`src/rtl/decode_pkg.sv`:
```
// -----------------------------------------------------------------------------
// decode_pkg
// Shared decode definitions for the ID stage: RV32I base opcodes, ALU
// operation classes, special instruction words, the control bundle carried
// into EX and an index-legality helper used for RV32E builds.
// -----------------------------------------------------------------------------
package decode_pkg;

    // Base opcodes (instr[6:0])
    localparam logic [6:0] OPC_OP     = 7'b0110011;
    localparam logic [6:0] OPC_OP_IMM = 7'b0010011;
    localparam logic [6:0] OPC_LOAD   = 7'b0000011;
    localparam logic [6:0] OPC_STORE  = 7'b0100011;
    localparam logic [6:0] OPC_BRANCH = 7'b1100011;
    localparam logic [6:0] OPC_LUI    = 7'b0110111;
    localparam logic [6:0] OPC_AUIPC  = 7'b0010111;
    localparam logic [6:0] OPC_JAL    = 7'b1101111;
    localparam logic [6:0] OPC_JALR   = 7'b1100111;
    localparam logic [6:0] OPC_SYSTEM = 7'b1110011;

    // ALU operation classes handed to EX
    localparam logic [1:0] ALUOP_MEM  = 2'b00;
    localparam logic [1:0] ALUOP_BR   = 2'b01;
    localparam logic [1:0] ALUOP_FUNC = 2'b10;
    localparam logic [1:0] ALUOP_UJ   = 2'b11;

    // Special instruction words
    localparam logic [31:0] NOP_INSTR   = 32'h0000_0013;
    localparam logic [31:0] ECALL_INSTR = 32'h0000_0073;
    localparam logic [31:0] MRET_INSTR  = 32'h3020_0073;

    // Control bundle registered into the ID/EX stage
    typedef struct packed {
        logic       regwrite;
        logic       memread;
        logic       memwrite;
        logic       memtoreg;
        logic       alusrc;
        logic       branch;
        logic [1:0] aluop;
    } ctrl_t;

    localparam ctrl_t CTRL_NONE = ctrl_t'(8'h00);

    // A register index is legal when it lies below the implemented count
    function automatic logic idx_legal(input logic [4:0] idx, input logic [5:0] nregs);
        return ({1'b0, idx} < nregs);
    endfunction

endpackage : decode_pkg

```
`src/rtl/decode_ctrl_ext.sv`:
```
// -----------------------------------------------------------------------------
// decode_ctrl_ext
// Combinational opcode decode for the ID stage.
//   instr     in   32  instruction word from IF/ID
//   ctrl      out  ctrl_t  control bundle (illegal words have side effects cleared)
//   uses_rs1  out  1   instruction reads rs1 (used for hazard detection)
//   uses_rs2  out  1   instruction reads rs2
//   illegal   out  1   bad opcode, bad SYSTEM word or out-of-range register index
//   is_ecall  out  1   ECALL recognised
//   is_mret   out  1   MRET recognised
// Build option: define ID_SYSTEM_DECODE_EN to recognise ECALL/MRET and to reject
// every other SYSTEM word; otherwise SYSTEM words are legal no-ops and both
// flags are tied low.
// -----------------------------------------------------------------------------
module decode_ctrl_ext
    import decode_pkg::*;
#(
    parameter int NUM_REGS = 32
) (
    input  logic [31:0] instr,
    output ctrl_t       ctrl,
    output logic        uses_rs1,
    output logic        uses_rs2,
    output logic        illegal,
    output logic        is_ecall,
    output logic        is_mret
);

    localparam logic [5:0] NREGS_C = 6'(NUM_REGS);

    logic [6:0] opcode_s;
    logic [4:0] rd_s;
    logic [4:0] rs1_s;
    logic [4:0] rs2_s;
    ctrl_t      ctrl_raw_s;
    logic       bad_opcode_s;
    logic       bad_system_s;
    logic       bad_index_s;

    assign opcode_s = instr[6:0];
    assign rd_s     = instr[11:7];
    assign rs1_s    = instr[19:15];
    assign rs2_s    = instr[24:20];

    // Opcode to control bundle, operand usage and system recognition
    always_comb begin
        ctrl_raw_s   = CTRL_NONE;
        uses_rs1     = 1'b0;
        uses_rs2     = 1'b0;
        bad_opcode_s = 1'b0;
        bad_system_s = 1'b0;
        is_ecall     = 1'b0;
        is_mret      = 1'b0;
        case (opcode_s)
            OPC_OP: begin
                ctrl_raw_s.regwrite = 1'b1;
                ctrl_raw_s.aluop    = ALUOP_FUNC;
                uses_rs1            = 1'b1;
                uses_rs2            = 1'b1;
            end
            OPC_OP_IMM: begin
                // The canonical NOP carries no controls at all so EX sees a pure bubble
                if (instr == NOP_INSTR) begin
                    ctrl_raw_s = CTRL_NONE;
                end else begin
                    ctrl_raw_s.regwrite = 1'b1;
                    ctrl_raw_s.alusrc   = 1'b1;
                    ctrl_raw_s.aluop    = ALUOP_FUNC;
                    uses_rs1            = 1'b1;
                end
            end
            OPC_LOAD: begin
                ctrl_raw_s.regwrite = 1'b1;
                ctrl_raw_s.memread  = 1'b1;
                ctrl_raw_s.memtoreg = 1'b1;
                ctrl_raw_s.alusrc   = 1'b1;
                ctrl_raw_s.aluop    = ALUOP_MEM;
                uses_rs1            = 1'b1;
            end
            OPC_STORE: begin
                ctrl_raw_s.memwrite = 1'b1;
                ctrl_raw_s.alusrc   = 1'b1;
                ctrl_raw_s.aluop    = ALUOP_MEM;
                uses_rs1            = 1'b1;
                uses_rs2            = 1'b1;
            end
            OPC_BRANCH: begin
                ctrl_raw_s.branch = 1'b1;
                ctrl_raw_s.aluop  = ALUOP_BR;
                uses_rs1          = 1'b1;
                uses_rs2          = 1'b1;
            end
            OPC_LUI, OPC_AUIPC, OPC_JAL: begin
                ctrl_raw_s.regwrite = 1'b1;
                ctrl_raw_s.alusrc   = 1'b1;
                ctrl_raw_s.aluop    = ALUOP_UJ;
            end
            OPC_JALR: begin
                ctrl_raw_s.regwrite = 1'b1;
                ctrl_raw_s.alusrc   = 1'b1;
                ctrl_raw_s.aluop    = ALUOP_UJ;
                uses_rs1            = 1'b1;
            end
            OPC_SYSTEM: begin
`ifdef ID_SYSTEM_DECODE_EN
                if (instr == ECALL_INSTR) begin
                    is_ecall = 1'b1;
                end else if (instr == MRET_INSTR) begin
                    is_mret = 1'b1;
                end else begin
                    bad_system_s = 1'b1;
                end
`else
                bad_system_s = 1'b0;
`endif
            end
            default: begin
                bad_opcode_s = 1'b1;
            end
        endcase
    end

    // Index legality only matters for RV32E; rd counts only if it is written
    always_comb begin
        bad_index_s = (uses_rs1 & ~idx_legal(rs1_s, NREGS_C))
                    | (uses_rs2 & ~idx_legal(rs2_s, NREGS_C))
                    | (ctrl_raw_s.regwrite & ~idx_legal(rd_s, NREGS_C));
    end

    // Illegal words must not change architectural or memory state downstream
    always_comb begin
        illegal = bad_opcode_s | bad_system_s | bad_index_s;
        ctrl    = ctrl_raw_s;
        if (illegal) begin
            ctrl.regwrite = 1'b0;
            ctrl.memread  = 1'b0;
            ctrl.memwrite = 1'b0;
            ctrl.branch   = 1'b0;
        end else begin
            ctrl = ctrl_raw_s;
        end
    end

endmodule : decode_ctrl_ext

```
`src/rtl/id_stage_pipe.sv`:
```
// -----------------------------------------------------------------------------
// id_stage_pipe
// RV32I/RV32E decode stage with register file, write-back bypass, load-use
// hazard bubble insertion, flush and an ID/EX output register.
//   clk, rst_n                 clock, asynchronous active-low reset
//   in_valid/in_ready          IF/ID side handshake; in_pc, in_instr payload
//   flush                      drop incoming instruction and invalidate output
//   wb_regwrite/wb_rd/wb_wdata write-back port into the register file
//   out_valid/out_ready        EX side handshake
//   ex_*                       registered PC, operands, immediate, indices,
//                              funct fields, controls and system flags
//   stall_cnt                  saturating count of hazard stall cycles
// Build option: ID_SYSTEM_DECODE_EN (see decode_ctrl_ext).
// -----------------------------------------------------------------------------
module id_stage_pipe
    import decode_pkg::*;
#(
    parameter int XLEN      = 32,
    parameter int NUM_REGS  = 32,
    parameter int WB_BYPASS = 1
) (
    input  logic            clk,
    input  logic            rst_n,
    input  logic            in_valid,
    output logic            in_ready,
    input  logic [XLEN-1:0] in_pc,
    input  logic [31:0]     in_instr,
    input  logic            flush,
    input  logic            wb_regwrite,
    input  logic [4:0]      wb_rd,
    input  logic [XLEN-1:0] wb_wdata,
    output logic            out_valid,
    input  logic            out_ready,
    output logic [XLEN-1:0] ex_pc,
    output logic [XLEN-1:0] ex_rs1_data,
    output logic [XLEN-1:0] ex_rs2_data,
    output logic [XLEN-1:0] ex_imm,
    output logic [4:0]      ex_rs1,
    output logic [4:0]      ex_rs2,
    output logic [4:0]      ex_rd,
    output logic [2:0]      ex_funct3,
    output logic [6:0]      ex_funct7,
    output logic            ex_regwrite,
    output logic            ex_memread,
    output logic            ex_memwrite,
    output logic            ex_memtoreg,
    output logic            ex_alusrc,
    output logic            ex_branch,
    output logic [1:0]      ex_aluop,
    output logic            ex_illegal,
    output logic            ex_is_ecall,
    output logic            ex_is_mret,
    output logic [31:0]     stall_cnt
);

    localparam int         IDXW     = (NUM_REGS > 1) ? $clog2(NUM_REGS) : 1;
    localparam logic [5:0] NREGS_C  = 6'(NUM_REGS);
    localparam logic       BYPASS_C = (WB_BYPASS != 0);

    logic [XLEN-1:0] rf_r [NUM_REGS];

    logic [4:0]        rs1_s;
    logic [4:0]        rs2_s;
    ctrl_t             ctrl_s;
    logic              uses_rs1_s;
    logic              uses_rs2_s;
    logic              illegal_s;
    logic              is_ecall_s;
    logic              is_mret_s;
    logic              wb_we_s;
    logic [XLEN-1:0]   rs1_data_s;
    logic [XLEN-1:0]   rs2_data_s;
    logic signed [31:0] imm32_s;
    logic [XLEN-1:0]   imm_s;
    logic              hazard_s;
    logic              capture_s;
    logic              stall_inc_s;

    assign rs1_s = in_instr[19:15];
    assign rs2_s = in_instr[24:20];

    decode_ctrl_ext #(
        .NUM_REGS (NUM_REGS)
    ) u_decode (
        .instr    (in_instr),
        .ctrl     (ctrl_s),
        .uses_rs1 (uses_rs1_s),
        .uses_rs2 (uses_rs2_s),
        .illegal  (illegal_s),
        .is_ecall (is_ecall_s),
        .is_mret  (is_mret_s)
    );

    // Write-back enable: x0 and unimplemented registers are never written
    always_comb begin
        wb_we_s = wb_regwrite & (wb_rd != 5'd0) & idx_legal(wb_rd, NREGS_C);
    end

    // Register file write port
    always_ff @(posedge clk or negedge rst_n) begin
        if (!rst_n) begin
            for (int i = 0; i < NUM_REGS; i++) begin
                rf_r[i] <= {XLEN{1'b0}};
            end
        end else if (wb_we_s) begin
            rf_r[wb_rd[IDXW-1:0]] <= wb_wdata;
        end
    end

    // rs1 read port with optional same-cycle write-back forwarding
    always_comb begin
        rs1_data_s = {XLEN{1'b0}};
        if (rs1_s == 5'd0) begin
            rs1_data_s = {XLEN{1'b0}};
        end else if (!idx_legal(rs1_s, NREGS_C)) begin
            rs1_data_s = {XLEN{1'b0}};
        end else if (BYPASS_C && wb_we_s && (wb_rd == rs1_s)) begin
            rs1_data_s = wb_wdata;
        end else begin
            rs1_data_s = rf_r[rs1_s[IDXW-1:0]];
        end
    end

    // rs2 read port with optional same-cycle write-back forwarding
    always_comb begin
        rs2_data_s = {XLEN{1'b0}};
        if (rs2_s == 5'd0) begin
            rs2_data_s = {XLEN{1'b0}};
        end else if (!idx_legal(rs2_s, NREGS_C)) begin
            rs2_data_s = {XLEN{1'b0}};
        end else if (BYPASS_C && wb_we_s && (wb_rd == rs2_s)) begin
            rs2_data_s = wb_wdata;
        end else begin
            rs2_data_s = rf_r[rs2_s[IDXW-1:0]];
        end
    end

    // Immediate generation; built as 32 bits and sign-extended to XLEN
    always_comb begin
        imm32_s = 32'sd0;
        case (in_instr[6:0])
            OPC_OP_IMM, OPC_LOAD, OPC_JALR, OPC_SYSTEM:
                imm32_s = {{20{in_instr[31]}}, in_instr[31:20]};
            OPC_STORE:
                imm32_s = {{20{in_instr[31]}}, in_instr[31:25], in_instr[11:7]};
            OPC_BRANCH:
                imm32_s = {{19{in_instr[31]}}, in_instr[31], in_instr[7],
                           in_instr[30:25], in_instr[11:8], 1'b0};
            OPC_LUI, OPC_AUIPC:
                imm32_s = {in_instr[31:12], 12'h000};
            OPC_JAL:
                imm32_s = {{11{in_instr[31]}}, in_instr[31], in_instr[19:12],
                           in_instr[20], in_instr[30:21], 1'b0};
            default:
                imm32_s = 32'sd0;
        endcase
        imm_s = XLEN'(imm32_s);
    end

    // Load-use hazard against the load currently held in the output register
    always_comb begin
        hazard_s = out_valid & ex_memread & (ex_rd != 5'd0)
                 & ((uses_rs1_s & (rs1_s == ex_rd)) | (uses_rs2_s & (rs2_s == ex_rd)));
    end

    // Input handshake; flush always drains IF/ID
    always_comb begin
        if (flush) begin
            in_ready = 1'b1;
        end else begin
            in_ready = (~out_valid | out_ready) & ~hazard_s;
        end
        capture_s   = in_valid & in_ready & ~flush;
        stall_inc_s = in_valid & hazard_s & ~flush;
    end

    // ID/EX pipeline register: flush wins, then capture, then drain on transfer
    always_ff @(posedge clk or negedge rst_n) begin
        if (!rst_n) begin
            out_valid   <= 1'b0;
            ex_pc       <= {XLEN{1'b0}};
            ex_rs1_data <= {XLEN{1'b0}};
            ex_rs2_data <= {XLEN{1'b0}};
            ex_imm      <= {XLEN{1'b0}};
            ex_rs1      <= 5'd0;
            ex_rs2      <= 5'd0;
            ex_rd       <= 5'd0;
            ex_funct3   <= 3'd0;
            ex_funct7   <= 7'd0;
            ex_regwrite <= 1'b0;
            ex_memread  <= 1'b0;
            ex_memwrite <= 1'b0;
            ex_memtoreg <= 1'b0;
            ex_alusrc   <= 1'b0;
            ex_branch   <= 1'b0;
            ex_aluop    <= 2'b00;
            ex_illegal  <= 1'b0;
            ex_is_ecall <= 1'b0;
            ex_is_mret  <= 1'b0;
        end else if (flush) begin
            out_valid <= 1'b0;
        end else if (capture_s) begin
            out_valid   <= 1'b1;
            ex_pc       <= in_pc;
            ex_rs1_data <= rs1_data_s;
            ex_rs2_data <= rs2_data_s;
            ex_imm      <= imm_s;
            ex_rs1      <= rs1_s;
            ex_rs2      <= rs2_s;
            ex_rd       <= in_instr[11:7];
            ex_funct3   <= in_instr[14:12];
            ex_funct7   <= in_instr[31:25];
            ex_regwrite <= ctrl_s.regwrite;
            ex_memread  <= ctrl_s.memread;
            ex_memwrite <= ctrl_s.memwrite;
            ex_memtoreg <= ctrl_s.memtoreg;
            ex_alusrc   <= ctrl_s.alusrc;
            ex_branch   <= ctrl_s.branch;
            ex_aluop    <= ctrl_s.aluop;
            ex_illegal  <= illegal_s;
            ex_is_ecall <= is_ecall_s;
            ex_is_mret  <= is_mret_s;
        end else if (out_ready) begin
            // EX took the held instruction and nothing new arrived: bubble
            out_valid <= 1'b0;
        end
    end

    // Saturating hazard stall counter
    always_ff @(posedge clk or negedge rst_n) begin
        if (!rst_n) begin
            stall_cnt <= 32'd0;
        end else if (stall_inc_s && (stall_cnt != 32'hFFFF_FFFF)) begin
            stall_cnt <= stall_cnt + 32'd1;
        end
    end

endmodule : id_stage_pipe
```
`config.mk`:
```
export PLATFORM = sky130hd
export DESIGN_NAME = id_stage_pipe
export DESIGN_NICKNAME = d
export VERILOG_FILES = /design/src/rtl/decode_pkg.sv /design/src/rtl/decode_ctrl_ext.sv /design/src/rtl/id_stage_pipe.sv
export SDC_FILE = /design/constraint.sdc
export NUM_CORES = 2
export LEC_CHECK = 0
export CORE_ASPECT_RATIO = 2
export CORE_MARGIN = 5
export CORE_UTILIZATION = 45
export DETAILED_ROUTE_END_ITERATION = 10
export PLACE_DENSITY = 0.61
export SLEW_MARGIN = 20
export SYNTH_ARGS = -nofsm -noshare
export SYNTH_HDL_FRONTEND = slang
export SYNTH_SLANG_ARGS = --single-unit
```
`constraint.sdc`:
```
create_clock -name clk -period 3.2 [get_ports clk]
set_clock_uncertainty 0.1 [all_clocks]
set_input_delay 0.64 -clock clk [delete_from_list [all_inputs] [get_ports clk]]
set_output_delay 0.64 -clock clk [all_outputs]
set_load 0.05 [all_outputs]
```
# Word-level counts from Yosys, hierarchy flattened
# Cells that the tools add are included.
# word_totals
word_cells	140
out_inout_bits	198
register_bits	1219
# op_classes
mux	31
n_reduce_logical	18
n_lt_le_gt_ge	4
n_bitwise	19
n_addsub	1
eq_ne	16
# ops
operator	n
$bwmux 1024	1
$bmux 32 s5	2
$mux 32	9
$demux 32 s5	1
$pmux 32 s5	1
$add 32x1->32 const B	1
$eq 32x5->1 const B	1
$ne 32x32->1 const B	1
$eq 7x7->1 const B	4
$eq 7x6->1 const B	3
$eq 5x5->1	4
$ge 6x6->1 const B	3
$not 5->6	3
$eq 7x5->1 const B	2
$reduce_or 6->1	2
$and 1x1->1	11
$mux 1	11
$logic_not 5->1	2
$reduce_bool 5->1	2
$reduce_or 10->1	1
$pmux 2 s4	1
$reduce_or 4->1	2
$eq 7x2->1 const B	1
$lt 6x1->1 const B	1
11 further kinds	19

# Logic depth before layout (Yosys ltp)
# logic_depth
word_depth	13
mapped_depth	11
ltp_nobuf	7

# Hierarchy
# Synthesis repeated with hierarchy kept, for this count alone.
# unflattened
hier_cells	4348
hier_area_um2	61963.2
# by_module_without_submodules
module	cells_per_inst	seq_area_each_um2	area_per_inst_um2	n_inst
id_stage_pipe	4292	30554.3	61624.1	1
decode_ctrl_ext	56	0.0	339.1	1

# Least setup slack after synthesis
# Ideal clock, no wire load.
# synth_timing
path_type	in2reg
start	input port in_instr[15]
end	register ex_rs1_data[23]
setup_slack_ps	203
n_path_buf	3
stages	8
required_ps	2967
t_arrival_ps	2763
path_cell_list	buf_2 buf_2 buf_1 mux4_2 a22oi_1 a21oi_1 a2111oi_0 nor2_1
# synth_between
elab_chain_cells	12
elab_cells_between_ends	22
# synth_rtl
element	line	source
from (decl)	id_stage_pipe.sv:27	input logic [31:0] in_instr,
$eq 32x5->1	decode_ctrl_ext.sv:63	if (instr == NOP_INSTR) begin
$mux 1	decode_ctrl_ext.sv:63	
$pmux 1 s2	decode_ctrl_ext.sv:54	case (opcode_s)
$and 1x1->1	id_stage_pipe.sv:163	& ((uses_rs1_s & (rs1_s == ex_rd)) | (uses_rs2_s & (rs2_s == ex_rd)));
$or 1x1->1	id_stage_pipe.sv:163	
$and 1x1->1	id_stage_pipe.sv:163	
$not 1->1	id_stage_pipe.sv:171	in_ready = (~out_valid | out_ready) & ~hazard_s;
$and 1x1->1	id_stage_pipe.sv:171	
$mux 1	id_stage_pipe.sv:168	if (flush) begin
$and 1x1->1 (2 in series)	id_stage_pipe.sv:173	capture_s = in_valid & in_ready & ~flush;
$reduce_and 2->1 (no source line)	-	
to (signal assigned)	id_stage_pipe.sv:182	ex_rs1_data <= {XLEN{1'b0}};
to (signal assigned)	id_stage_pipe.sv:205	ex_rs1_data <= rs1_data_s;
to (decl)	id_stage_pipe.sv:35	output logic [XLEN-1:0] ex_rs1_data,
# Several ways; a longest one is shown, not always the timed one. The select of a mux whose other input is x is not followed.
# A chain may end at the register's enable or synchronous reset.

# Worst setup path in the final report
# layout_timing
start	input port in_instr[22]
end	output port in_ready
# layout_between
elab_chain_cells	9
elab_cells_between_ends	11
# layout_rtl
element	line	source
$eq 32x5->1	decode_ctrl_ext.sv:63	
$mux 1	decode_ctrl_ext.sv:63	
$pmux 1 s2	decode_ctrl_ext.sv:54	
$and 1x1->1	id_stage_pipe.sv:163	
$or 1x1->1 (*)	id_stage_pipe.sv:163	
$and 1x1->1 (*)	id_stage_pipe.sv:163	
$not 1->1 (*)	id_stage_pipe.sv:171	
$and 1x1->1 (*)	id_stage_pipe.sv:171	
$mux 1 (*)	id_stage_pipe.sv:168	
to (decl)	id_stage_pipe.sv:25	output logic in_ready,
# Every way passes the cells marked *; elsewhere a longest branch is shown, timed or not.

==> results.cfg <==
[route]
num_vias = 41800
postRouteAntennaNets = 0
drc = 0
post_drt_wl_per_cell_um = 32.4
viasPerCell = 6.47
drt_first_pass_iters = 7
drtIter0Drc = 3498
drt_wl_total_um = 210000

[placement]
place_area_um2 = 69500
dp_hpwl_um = 135000
gp_congestion = 0.861
dp_cells = 6253
portBuffers = 302

[finish]
multiInputGateArea_um2 = 29500
final_cell_count_no_fill = 6466
fillers = 11400
final_layout_size_suffix_gt1_frac = 0.453
regArea_um2 = 30500
fin_area_um2 = 73500
nets = 4733
areaGrowthSynthToFinish_pct = 19.4

[die]
die_area_um2 = 145000
ios = 305
core_area_um2 = 136000
die_h_um = 533
start_util = 0.451
num_rows = 192
die_x_um = 271

[timing]
drv_slew = 0
finalHoldViolCount = 0
rsz0062_at_grt = yes
fin_crit_sh = 1.08
timing.fmax_ghz = 0.291
relSlewSlack = 0.249
setup_violations = 1
worst_slack_ns = -0.241
fin_crit_ns = 3.44
tightest_slew_ns = 1.12

[setup_path]
r2r_end = ex_rs1_data[28]
reg2reg_depth = 9
r2r_start = ex_rd[2]
worstPathCellList = clkdlybuf4s50_1, xnor2_2, nand4_1, a2111o_1, a221o_2, a21o_1, buf_6
slowest_stage = clkdlybuf4s50_1
max_stage_delay_ns = 0.54
critPathBufInv = 2
required_ns = 2.46
critPathLaunchType = primary input
cp_max_fo = 2
end_kind = primary output
critical_path_arrival_ns = 2.70
cp_top_family = compound AO/OA/AOI/OAI gates
r2r_slack_ns = 0.06
critPathKind = in -> out

[synth]
syn_inst = 4303
synth.most_common_cell = dfrtp_1
ys_seq_elements = 1219
synth_common_cells = dfrtp_1, mux2_2, mux4_2
syn_area_um2 = 61500
yosys.area.top_type = dfrtp_1
synth.avg_cell_area_um2 = 14.3
synth_edf_count = 0
yosys.area.top_type_share = 0.496
ys_types = 53
synth_area_leaders = dfrtp_1, mux4_2, mux2_2
ys_seq_area_frac = 0.496
synth_warnings = 0
async_flop_share = 1.00
synth-main-ff-cell = dfrtp_1

[job]
drv_cap = 0

[grt]
antenna_found_initial = 4
track_usage = 0.288
grt_overflow_total = 0
grt_max_degree = 110
grt_pass1_wl_um = 311000
grt_pass1_vias = 44900

[status]
outcome = finished, violations left
violations = negative setup slack

[power_and_ir_drop]
pwr_density_cell_nw_per_um2 = 602
power.leakage_nw = 31.3
ir_drop_mv = 0.461

[clock_network]
cts.htree.levels = 3
cts_inserted_buffers = 112
clk_pin_slew_ns = 0.07
cts_root_buf = clkbuf_16
cts_buffer_depth = 3
insertion_delay_ns = 0.74
clock-sinks = 1219
cts_tree = built

[hold_path]
hold_depth = 3
hp-start = in_instr[15]
min_path_type = in -> reg
hold_end = ex_rs1[0]
routing by layer:
metal / global-route usage / part of all wire / up-vias
met3: 0.0448 / 0.060 / 553
met5: 0 / 0.000052 / -
met1: 0.352 / 0.37 / 22500
li1: - / - / 17000
met2: 0.494 / 0.50 / 1738
met4: 0.149 / 0.065 / 2
layout make-up:
type | count | area share
sequential | 1219 | 0.415
multi-input combinational | 2610 | 0.401
timing repair buffer | 679 | 0.101
clock buffer | 166 | 0.0450
tap | 1746 | 0.0297
clock inverter | 42 | 0.00738
inverter | 3 | 0.000153
antenna | 1 | 0.0000341
through the flow:
stage,setup TNS (ns),hold slack (ns),utilization,total power [mW],setup WS (ns)
detailed placement,-71.19,0.283,0.509,30.3,-0.839
finish,-0.241,0.115,0.538,44.2,-0.241
global route,-0.284,0.112,0.538,46.0,-0.284
floorplan,0,0.244,-,26.6,0.203
CTS,-0.271,0.0652,0.538,44.5,-0.271
global placement,-71.90,0.276,0.509,29.9,-0.804
worst register-to-register path: cells and delay by family (launching register included):
family / cells / cell delay, ns
compound gates: 3 / 1.20
buf+inv: 3 / 0.51
flops: 1 / 0.44
simple gates: 3 / 0.75
repair_timing:
action                                  CTS  global route
hold endpoints to repair                 32             0
endpoints found under the setup margin    2             3
resized for setup                        11            10
buffers inserted                          3             0
pin swaps                                 4             7
hold buffers                              1             0
state kept, by name, summed over array words and instances (netlist names), 2 cells and up:
| register | flops |
|---|---|
| ex_aluop | 2 |
| ex_funct3 | 3 |
| ex_funct7 | 7 |
| ex_imm | 32 |
| ex_pc | 32 |
| ex_rd | 5 |
| ex_rs1 | 5 |
| ex_rs1_data | 32 |
| ex_rs2 | 5 |
| ex_rs2_data | 32 |
| rf_r | 1024 |
| stall_cnt | 32 |
report_power, final:
part / leakage (nW) / internal (mW) / switching (mW)
sequential: 15.6 / 18.1 / 2.02
combinational: 13.8 / 5.38 / 4.49
clock: 1.88 / 7.85 / 6.34
cell usage in the layout, fill, tap and decap left out, types with 5 or more instances in the layout:
master / instances
nand3_1: 22
xor2_1: 10
clkbuf_1: 24
and4_1: 7
xnor2_1: 39
nand3b_1: 5
nand4_1: 21
dfrtp_1: 1218
o21ai_0: 26
bufinv_16: 8
a2111oi_0: 64
nand2_1: 223
buf_4: 256
nand2_4: 12
clkinv_2: 18
nand2b_1: 5
dlymetal6s2s_1: 8
nor2_1: 150
a22oi_1: 256
and3_1: 14
mux2_2: 994
clkbuf_8: 30
a21oi_1: 154
nor2_4: 19
nor4_4: 5
clkdlybuf4s50_1: 288
clkinvlp_4: 6
mux4_2: 512
buf_12: 120
clkbuf_16: 112
cells by family (layout without fill, tap and decap cells):
family | count (synthesis) | after routing | synth area share
muxes | 1506 | 1506 | 0.369
AOI/OAI and AO/OA | 524 | 524 | 0.0587
xor gates and xnor gates | 51 | 51 | 0.00726
adders and majority gates | 1 | 1 | 0.000203
other | 1 | 3 | 0.0000610
buffers and inverters | 475 | 890 | 0.0308
DFF | 1219 | 1219 | 0.496
and+or+nand+nor | 526 | 526 | 0.0375
worst max-delay path by stage:
| stage | start | slack, ns | depth (start not counted) | end |
|---|---|---|---|---|
| floorplan | in_instr[15] | 0.20 | 8 | ex_rs1_data[23] |
| global placement | in_instr[7] | -0.80 | 10 | ex_rs1_data[28] |
| detailed placement | in_instr[27] | -0.84 | 10 | ex_rs1_data[28] |
| CTS | ex_rd[3] | -0.27 | 6 | in_ready |
| global route | ex_rd[3] | -0.28 | 6 | in_ready |
| finish | in_instr[22] | -0.24 | 7 | in_ready |
Note: power is estimated with default switching activity, not from simulation.
